--- config.mk ---
export PLATFORM = sky130hd
export DESIGN_NAME = mmio_result_port
export DESIGN_NICKNAME = d
export VERILOG_FILES = /design/src/rtl/mmio_result_port.sv
export SDC_FILE = /design/constraint.sdc
export NUM_CORES = 1
export LEC_CHECK = 0
export ABC_AREA = 1
export BUFFER_PORTS_ARGS = -buffer_cell sky130_fd_sc_hd__buf_2
export CAP_MARGIN = 20
export CORE_MARGIN = 2
export CORE_UTILIZATION = 51
export DETAILED_ROUTE_END_ITERATION = 10
export GPL_TIMING_DRIVEN = 0
export PLACE_DENSITY = 0.8
export SLEW_MARGIN = 20
export SYNTH_ARGS = -nofsm -noshare
export SYNTH_HDL_FRONTEND = slang
export SYNTH_SLANG_ARGS = --single-unit
export TNS_END_PERCENT = 20
--- constraint.sdc ---
create_clock -name clk -period 3.8 [get_ports clk]
set_input_delay 0.19 -clock clk [delete_from_list [all_inputs] [get_ports clk]]
set_output_delay 0.19 -clock clk [all_outputs]
set_load 0.05 [all_outputs]
--- src/rtl/mmio_result_port.sv ---
// Memory-mapped result sink: captures core stores to DATA_ADDR into a small FIFO,
// drains them over a valid/ready stream and grades the first captured word.
module mmio_result_port #(
    parameter int unsigned DATA_ADDR = 200,
    parameter int unsigned STAT_ADDR = 204,
    parameter int unsigned DEPTH     = 4,
    parameter logic [31:0] EXPECT    = 32'h3fe00000
) (
    input  logic        clk,
    input  logic        reset,
    input  logic        MemWrite,
    input  logic [31:0] Adr,
    input  logic [31:0] WriteData,
    output logic [31:0] StatData,
    output logic        out_valid,
    output logic [31:0] out_data,
    input  logic        out_ready,
    output logic        overflow,
    output logic        done,
    output logic        pass
);

    localparam int          AW       = $clog2(DEPTH);
    localparam logic [31:0] DATA_A   = 32'(DATA_ADDR);
    localparam logic [31:0] STAT_A   = 32'(STAT_ADDR);
    localparam logic [AW:0] FULL_CNT = (AW + 1)'(DEPTH);

    logic [31:0]   r_mem [DEPTH];
    logic [AW-1:0] r_head;
    logic [AW-1:0] r_tail;
    logic [AW:0]   r_count;
    logic          r_overflow;
    logic          r_done;
    logic          r_pass;

    logic        w_valid;
    logic        w_full;
    logic        w_push;
    logic        w_ctrl;
    logic        w_clear;
    logic        w_flush;
    logic        w_pop;
    logic        w_accept;
    logic        w_drop;
    logic [AW:0] w_inc;
    logic [AW:0] w_dec;
    logic [31:0] w_status;

    assign w_valid  = (r_count != '0);
    assign w_full   = (r_count == FULL_CNT);
    assign w_push   = MemWrite && (Adr == DATA_A);
    assign w_ctrl   = MemWrite && (Adr == STAT_A);
    assign w_clear  = w_ctrl && WriteData[0];
    assign w_flush  = w_ctrl && WriteData[1];
    assign w_pop    = w_valid && out_ready;
    // A pop in the same cycle frees the slot, so a full FIFO can still accept.
    assign w_accept = w_push && (!w_full || w_pop);
    assign w_drop   = w_push && w_full && !w_pop;
    assign w_inc    = {{AW{1'b0}}, w_accept};
    assign w_dec    = {{AW{1'b0}}, w_pop};

    always_ff @(posedge clk or posedge reset) begin
        if (reset) begin
            for (int i = 0; i < int'(DEPTH); i++) begin
                r_mem[i] <= '0;
            end
            r_head  <= '0;
            r_tail  <= '0;
            r_count <= '0;
        end else begin
            if (w_accept) begin
                r_mem[r_tail] <= WriteData;
            end
            // Flush overrides any simultaneous pop.
            if (w_flush) begin
                r_head  <= '0;
                r_tail  <= '0;
                r_count <= '0;
            end else begin
                if (w_accept) begin
                    r_tail <= r_tail + AW'(1);
                end
                if (w_pop) begin
                    r_head <= r_head + AW'(1);
                end
                r_count <= r_count + w_inc - w_dec;
            end
        end
    end

    always_ff @(posedge clk or posedge reset) begin
        if (reset) begin
            r_overflow <= 1'b0;
            r_done     <= 1'b0;
            r_pass     <= 1'b0;
        end else if (w_clear) begin
            r_overflow <= 1'b0;
            r_done     <= 1'b0;
            r_pass     <= 1'b0;
        end else begin
            if (w_drop) begin
                r_overflow <= 1'b1;
            end
            if (w_accept && !r_done) begin
                r_done <= 1'b1;
                r_pass <= (WriteData == EXPECT);
            end
        end
    end

    always_comb begin
        w_status       = '0;
        w_status[0]    = w_valid;
        w_status[1]    = w_full;
        w_status[2]    = r_overflow;
        w_status[3]    = r_done;
        w_status[4]    = r_pass;
        w_status[15:8] = 8'(r_count);
    end

    assign StatData  = (Adr == STAT_A) ? w_status : 32'h0;
    assign out_valid = w_valid;
    assign out_data  = r_mem[r_head];
    assign overflow  = r_overflow;
    assign done      = r_done;
    assign pass      = r_pass;

endmodule

# After elaboration in Yosys (flattened, before gate mapping)
# Cells that the tools add are included.
# op_classes
order_cmp,3
reduce_logical,19
n_eq_ne,4
n_addsub,4
n_mux,18
bitwise,2
# ops
operator,count
bitwise mux 128 bit,1
2-to-1 mux 32 bit,3
binary-select mux 32 bit (select 2 bit),1
demux 32 bit (select 2 bit),1
"== test 32 x 8 -> 1 bit, second input constant",2
"== test 32 x 30 -> 1 bit, second input constant",1
2-to-1 mux 11 bit,1
logical AND 1 bit,10
2-to-1 mux 2 bit,4
nonzero test 2 bit,4
"greater-or-equal comparator 3 bit, second input constant",2
2-to-1 mux 1 bit,6
NOT 2 -> 3 bit,2
"adder 2 x 1 -> 2 bit, second input constant",2
adder 3 x 1 -> 3 bit,1
"== test 3 bit, second input constant",1
zero test 1 bit,3
"< comparator 3 x 1 -> 1 bit, second input constant",1
2-to-1 mux 3 bit,1
nonzero test 3 bit,1
subtractor 3 x 1 -> 3 bit,1
logical OR 1 bit,1
# word_totals
reg_bits,138
elab_cells,60

# Depth between registers and ports, before layout
# logic_depth
word_depth,7
ltp_mapped,15
ltp_nobuf,13

# Worst setup path before layout
# No wires, ideal clock.
# synth_path
path_kind,register -> register
from,reg r_count[2]
to,reg r_count[2]
stages_incl_launch_ff,15
arrival_time_ns,2.420
n_path_buf,2
slack_ns,1.266
required_time_ns,3.687
cell_sequence,dfrtp_1 > inv_1 > nand2_2 > nand2_2 > nand3_2 > nand3_2 > buf_6 > buf_2 > ha_1 > inv_1 > ha_1 > fa_1 > xor2_1 > nand2_1 > inv_1
# synth_via
elab_chain_cells,7
word_cells_on_any_way,9
classes_between,add/sub: 2; eq/ne: 1; mux: 1; reduce/logical: 5
# synth_rtl
item,line,text
from (decl),31,logic [AW:0] r_count;
from (signal assigned),86,r_count <= r_count + w_inc - w_dec;
nonzero test 3 bit (*),49,assign w_valid = (r_count != '0);
net out_valid,15,"output logic out_valid,"
logical AND 1 bit (*),55,assign w_pop = w_valid && out_ready;
logical OR 1 bit,57,assign w_accept = w_push && (!w_full || w_pop);
logical AND 1 bit,57,
adder 3 x 1 -> 3 bit,86,
subtractor 3 x 1 -> 3 bit (*),86,
2-to-1 mux 3 bit (*),75,if (w_flush) begin
# The timed path passes the listed nets; every way through them passes the cells marked *.
# A chain may end at the register's enable or synchronous reset.

# Worst setup path after layout
# layout_path
from,reg r_head[0]
to,out out_data[10]
# layout_via
elab_chain_cells,4
# layout_rtl
item,line,text
from (decl),29,logic [AW-1:0] r_head;
from (signal assigned),84,r_head <= r_head + AW'(1);
NOT 2 -> 3 bit (implied by the code),123,assign out_data = r_mem[r_head];
binary-select mux 32 bit (select 2 bit),123,
2-to-1 mux 32 bit (implied by the code) (2 in a row),123,
to (decl),16,"output logic [31:0] out_data,"
# Every way passes these cells. The select of a mux whose other input is x is not followed.

==> reports/metrics.cfg <==
[sta]
rsz0062_at_grt = no
finalClockSkew_ps = 7.85
period_needed_ps = 2780
post-route-worst-setup-slack_ps = 1020
tightest_slew_ps = 792
maxSlewViolCount = 0
hold_violations = 0
final_period_utilization_pct = 73.0
max_clock_freq_mhz = 360
worst_slew_margin_rel_pct = 47.2
fin_setup_tns_ps = 0
report.final.setup_viol = 0

[grt]
first_pass_grt_wire_length_um = 34600
grt_max_degree = 35
grt-ovfl-total = 0
antenna_found_initial = 0
grt_usage_pct = 30.7
grt_pass1_vias = 6817

[synth]
netlist.area_leader.share_pct = 47.7
synth_area_per_cell_um2 = 7.65
synth.top_cells.by_area = sky130_fd_sc_hd__dfrtp_1 (48%), sky130_fd_sc_hd__nand2_1 (16%), sky130_fd_sc_hd__o21ai_0 (8.6%), sky130_fd_sc_hd__nor2_1 (5.4%), sky130_fd_sc_hd__o21ai_1 (4.8%)
syn-instance-count = 945
synthDistinctLibCells = 30
synth_area_leader_cell = sky130_fd_sc_hd__dfrtp_1
synth_sequential_area_ratio_pct = 47.7
post_synth_instance_area_mm2 = 0.00723
synth.ff_latch_count = 138
synth.yosys.warnings = 0

[floorplanning]
design.die.area_mm2 = 0.0152
core_mm2 = 0.0139
die_height_um = 123
die-width_um = 123
floorplan.rows = 43
effective_utilization_at_floorplan_pct = 52.1
io_pins = 136

[critical_path]
critical_path.reg2reg.endpoint = r_count[2]$_DFF_PP0_
regToRegStartpoint = r_count[0]$_DFF_PP0_
critPathSlowestCell = sky130_fd_sc_hd__clkbuf_1
cp_data_required_time_ps = 3610
crit_path_start = r_head[0]$_DFFE_PP0P_
timing.critical_path.slowest_cell_delay_ps = 650
criticalPathCategory = reg2out
worstPathMaxFanout = 10
path_common_cell = sky130_fd_sc_hd__clkbuf_1
timing.critical_path.to_type = primary output
worst_ep_arrival_time_ps = 2590
r2r_cells = 14
cp_cell_sequence = inv_1 -> clkbuf_1 -> clkbuf_1 -> nor2_1 -> o22ai_1 -> buf_2
worst_setup_path_endpoint = out_data[10]
timing.reg2reg.setup_slack_ps = 1160
setup_crit_start_kind = flop

[clocking]
cts_setup_buffers = 0
ctsRootBufferMaster = sky130_fd_sc_hd__clkbuf_16
cts.sinks = 138
clk_path_buf_depth = 2
tritoncts.num_buffers = 17
htree_levels = 4
path_clk_slew_ps = 60
cts_tree = done
cts.repair.resized = 0
worst_skew_pair.late_latency_ps = 440

[place]
place_congestion = 0.869
place.port_buffers = 111
half_perimeter_wire_length_of_the_detailed_placement_result_um = 15000
dp_slack_ps = 1170

[drt]
route.detailed.vias_per_inst = 5.56
route.final.wire_length_um = 22600
drc_errors = 0
ant_nets = 0
dr_vias = 7209
drt-wirelength-per-cell_um = 17.4
detail_route.first_pass.iterations = 5
initialDrtViolationCount = 813

[power]
clk_pwr_share_pct = 32.8
power_leakage_nw = 5.07
switching_power_mw = 2.60
worst_vdd_rail_ir_drop_uv = 422
power-per-cell-area_mw_per_mm2 = 668
power.share.combinational_pct = 41.5
totalPowerFinal_mw = 5.96
power.share.switching_pct = 43.6
cellInternalPower_mw = 3.36
sequentialPowerShare_pct = 25.7

[final_layout]
fin_util_pct = 64.3
area_growth_pct = 23.4
finish.net_count = 1179
antenna_cells = 0
drive_gt1_share_pct = 18.9
fillers = 1217

[run_status]
status = complete, no violations

[flow_run]
cap_viol_max_count = 0

[worst_hold_path]
hold_path.class = in2reg

-- worst max-delay path, delay by kind of cell (launching register included) --
kind	cells	cell delay (ps)
AO/OA/AOI/OAI	1	270
flip-flops	1	390
AND/OR/NAND/NOR	1	90
buffers and inverters	4	1400
-- cells by family (layout without fill, tap and decap cells) --
| group | count (synthesis) | count (layout) | synth area share [%] |
|---|---|---|---|
| DFF | 138 | 138 | 47.7 |
| adders and majority gates | 7 | 7 | 1.31 |
| buffers and inverters | 136 | 285 | 10.2 |
| xor gates and xnor gates | 3 | 3 | 0.363 |
| AOI/OAI and AO/OA | 227 | 227 | 16.3 |
| and+or+nand+nor | 433 | 433 | 24.1 |
| other | 1 | 24 | 0.0518 |
-- Yosys cell counts --
| library cell | instances |
|---|---|
| sky130_fd_sc_hd__nand3_1 | 5 |
| sky130_fd_sc_hd__and2_0 | 1 |
| sky130_fd_sc_hd__buf_6 | 14 |
| sky130_fd_sc_hd__nor2_1 | 105 |
| sky130_fd_sc_hd__nand2_2 | 2 |
| sky130_fd_sc_hd__buf_12 | 1 |
| sky130_fd_sc_hd__o21ai_1 | 69 |
| sky130_fd_sc_hd__xnor2_1 | 1 |
| sky130_fd_sc_hd__nor3_1 | 3 |
| sky130_fd_sc_hd__nor2_2 | 3 |
| sky130_fd_sc_hd__nand4_1 | 2 |
| sky130_fd_sc_hd__o22ai_1 | 32 |
| sky130_fd_sc_hd__ha_1 | 6 |
| sky130_fd_sc_hd__nand2_1 | 303 |
| sky130_fd_sc_hd__nand3_2 | 2 |
| sky130_fd_sc_hd__nor4_1 | 1 |
| sky130_fd_sc_hd__buf_2 | 6 |
| sky130_fd_sc_hd__xor2_1 | 2 |
| sky130_fd_sc_hd__inv_1 | 53 |
| sky130_fd_sc_hd__conb_1 | 1 |
| sky130_fd_sc_hd__clkbuf_2 | 6 |
| sky130_fd_sc_hd__o21ai_0 | 124 |
| sky130_fd_sc_hd__buf_4 | 24 |
| sky130_fd_sc_hd__a21oi_1 | 2 |
| sky130_fd_sc_hd__clkbuf_1 | 32 |
| sky130_fd_sc_hd__nor2_8 | 4 |
| sky130_fd_sc_hd__dfrtp_1 | 138 |
| sky130_fd_sc_hd__or2_1 | 1 |
| sky130_fd_sc_hd__nand3b_1 | 1 |
| sky130_fd_sc_hd__fa_1 | 1 |
-- cell usage in the layout (no fill, tap or decap), types with 3 or more instances in the layout --
cell	synthesis	routed
sky130_fd_sc_hd__nand2_1	303	303
sky130_fd_sc_hd__dfrtp_1	138	138
sky130_fd_sc_hd__o21ai_0	124	124
sky130_fd_sc_hd__buf_2	6	117
sky130_fd_sc_hd__nor2_1	105	105
sky130_fd_sc_hd__o21ai_1	69	69
sky130_fd_sc_hd__inv_1	53	52
sky130_fd_sc_hd__clkbuf_1	32	32
sky130_fd_sc_hd__o22ai_1	32	32
sky130_fd_sc_hd__buf_4	24	24
sky130_fd_sc_hd__conb_1	1	24
sky130_fd_sc_hd__clkbuf_16	0	17
sky130_fd_sc_hd__buf_6	14	14
sky130_fd_sc_hd__clkbuf_2	6	6
sky130_fd_sc_hd__ha_1	6	6
sky130_fd_sc_hd__bufinv_16	0	6
sky130_fd_sc_hd__nand3_1	5	5
sky130_fd_sc_hd__buf_12	1	4
sky130_fd_sc_hd__nor2_8	4	4
sky130_fd_sc_hd__clkbuf_8	0	4
sky130_fd_sc_hd__nor2_2	3	3
sky130_fd_sc_hd__nor3_1	3	3
sky130_fd_sc_hd__clkinvlp_4	0	3
-- per-stage QoR --
| stage | instances | area, µm² | hold WS (ps) |
|---|---|---|---|
| after global placement | 1259 | 8100 | 454 |
| after CTS | 1297 | 8920 | 14.8 |
| after global routing | 1297 | 8920 | 25.1 |
| after floorplan | 968 | 7320 | 307 |
| after detailed placement | 1264 | 8220 | 133 |
| final | 1297 | 8920 | 17.3 |
-- power by group through the flow --
stage / registers (mW) / clock network [mW] / logic (mW)
after global placement: 1.56 / 0 / 2.37
after global routing: 1.54 / 2.00 / 2.59
final: 1.53 / 1.95 / 2.47
after CTS: 1.53 / 1.94 / 2.42
after detailed placement: 1.56 / 0 / 2.41
after floorplan: 1.55 / 0 / 1.72
-- metal layers --
| metal | wire, µm | GRT usage [%] |
|---|---|---|
| met1 | 8930 | 39.5 |
| met2 | 10400 | 48.4 |
| met3 | 2240 | 6.96 |
| met4 | 957 | 16.3 |
| met5 | 0 | 0 |
-- what timing repair did --
action	4_1_cts	5_1_grt
hold endpoints to repair	95	0
hold buffers	1	0
endpoints found under the setup margin	0	0
-- flip-flops by register name (all words and copies together), names as in the netlist --
signal    cells
done          1
overflow      1
pass          1
r_count       3
r_head        2
r_mem       128
r_tail        2
-- how the worst min path moves through the flow --
stage                        from                endpoint  slack (ps)  cells after the start
CTS                 WriteData[28]   r_mem[60]$_DFFE_PP0P_          10                      3
finish              WriteData[28]   r_mem[60]$_DFFE_PP0P_          20                      3
detailed placement          reset  r_mem[108]$_DFFE_PP0P_         130                      2
global placement    WriteData[12]  r_mem[108]$_DFFE_PP0P_         450                      3
global route        WriteData[27]   r_mem[27]$_DFFE_PP0P_          30                      3
floorplan           WriteData[10]  r_mem[106]$_DFFE_PP0P_         310                      2
-- final cells by class --
cell class | instances | area [µm²] | area share, %
Sequential cell | 138 | 3450 | 38.7
Timing Repair Buffer | 117 | 681 | 7.63
Inverter | 53 | 203 | 2.27
Clock inverter | 11 | 214 | 2.40
Multi-Input combinational cell | 694 | 3130 | 35.1
Buffer | 83 | 538 | 6.03
Tap cell | 180 | 225 | 2.52
Clock buffer | 21 | 480 | 5.38
(Power assumes the default switching activity.)
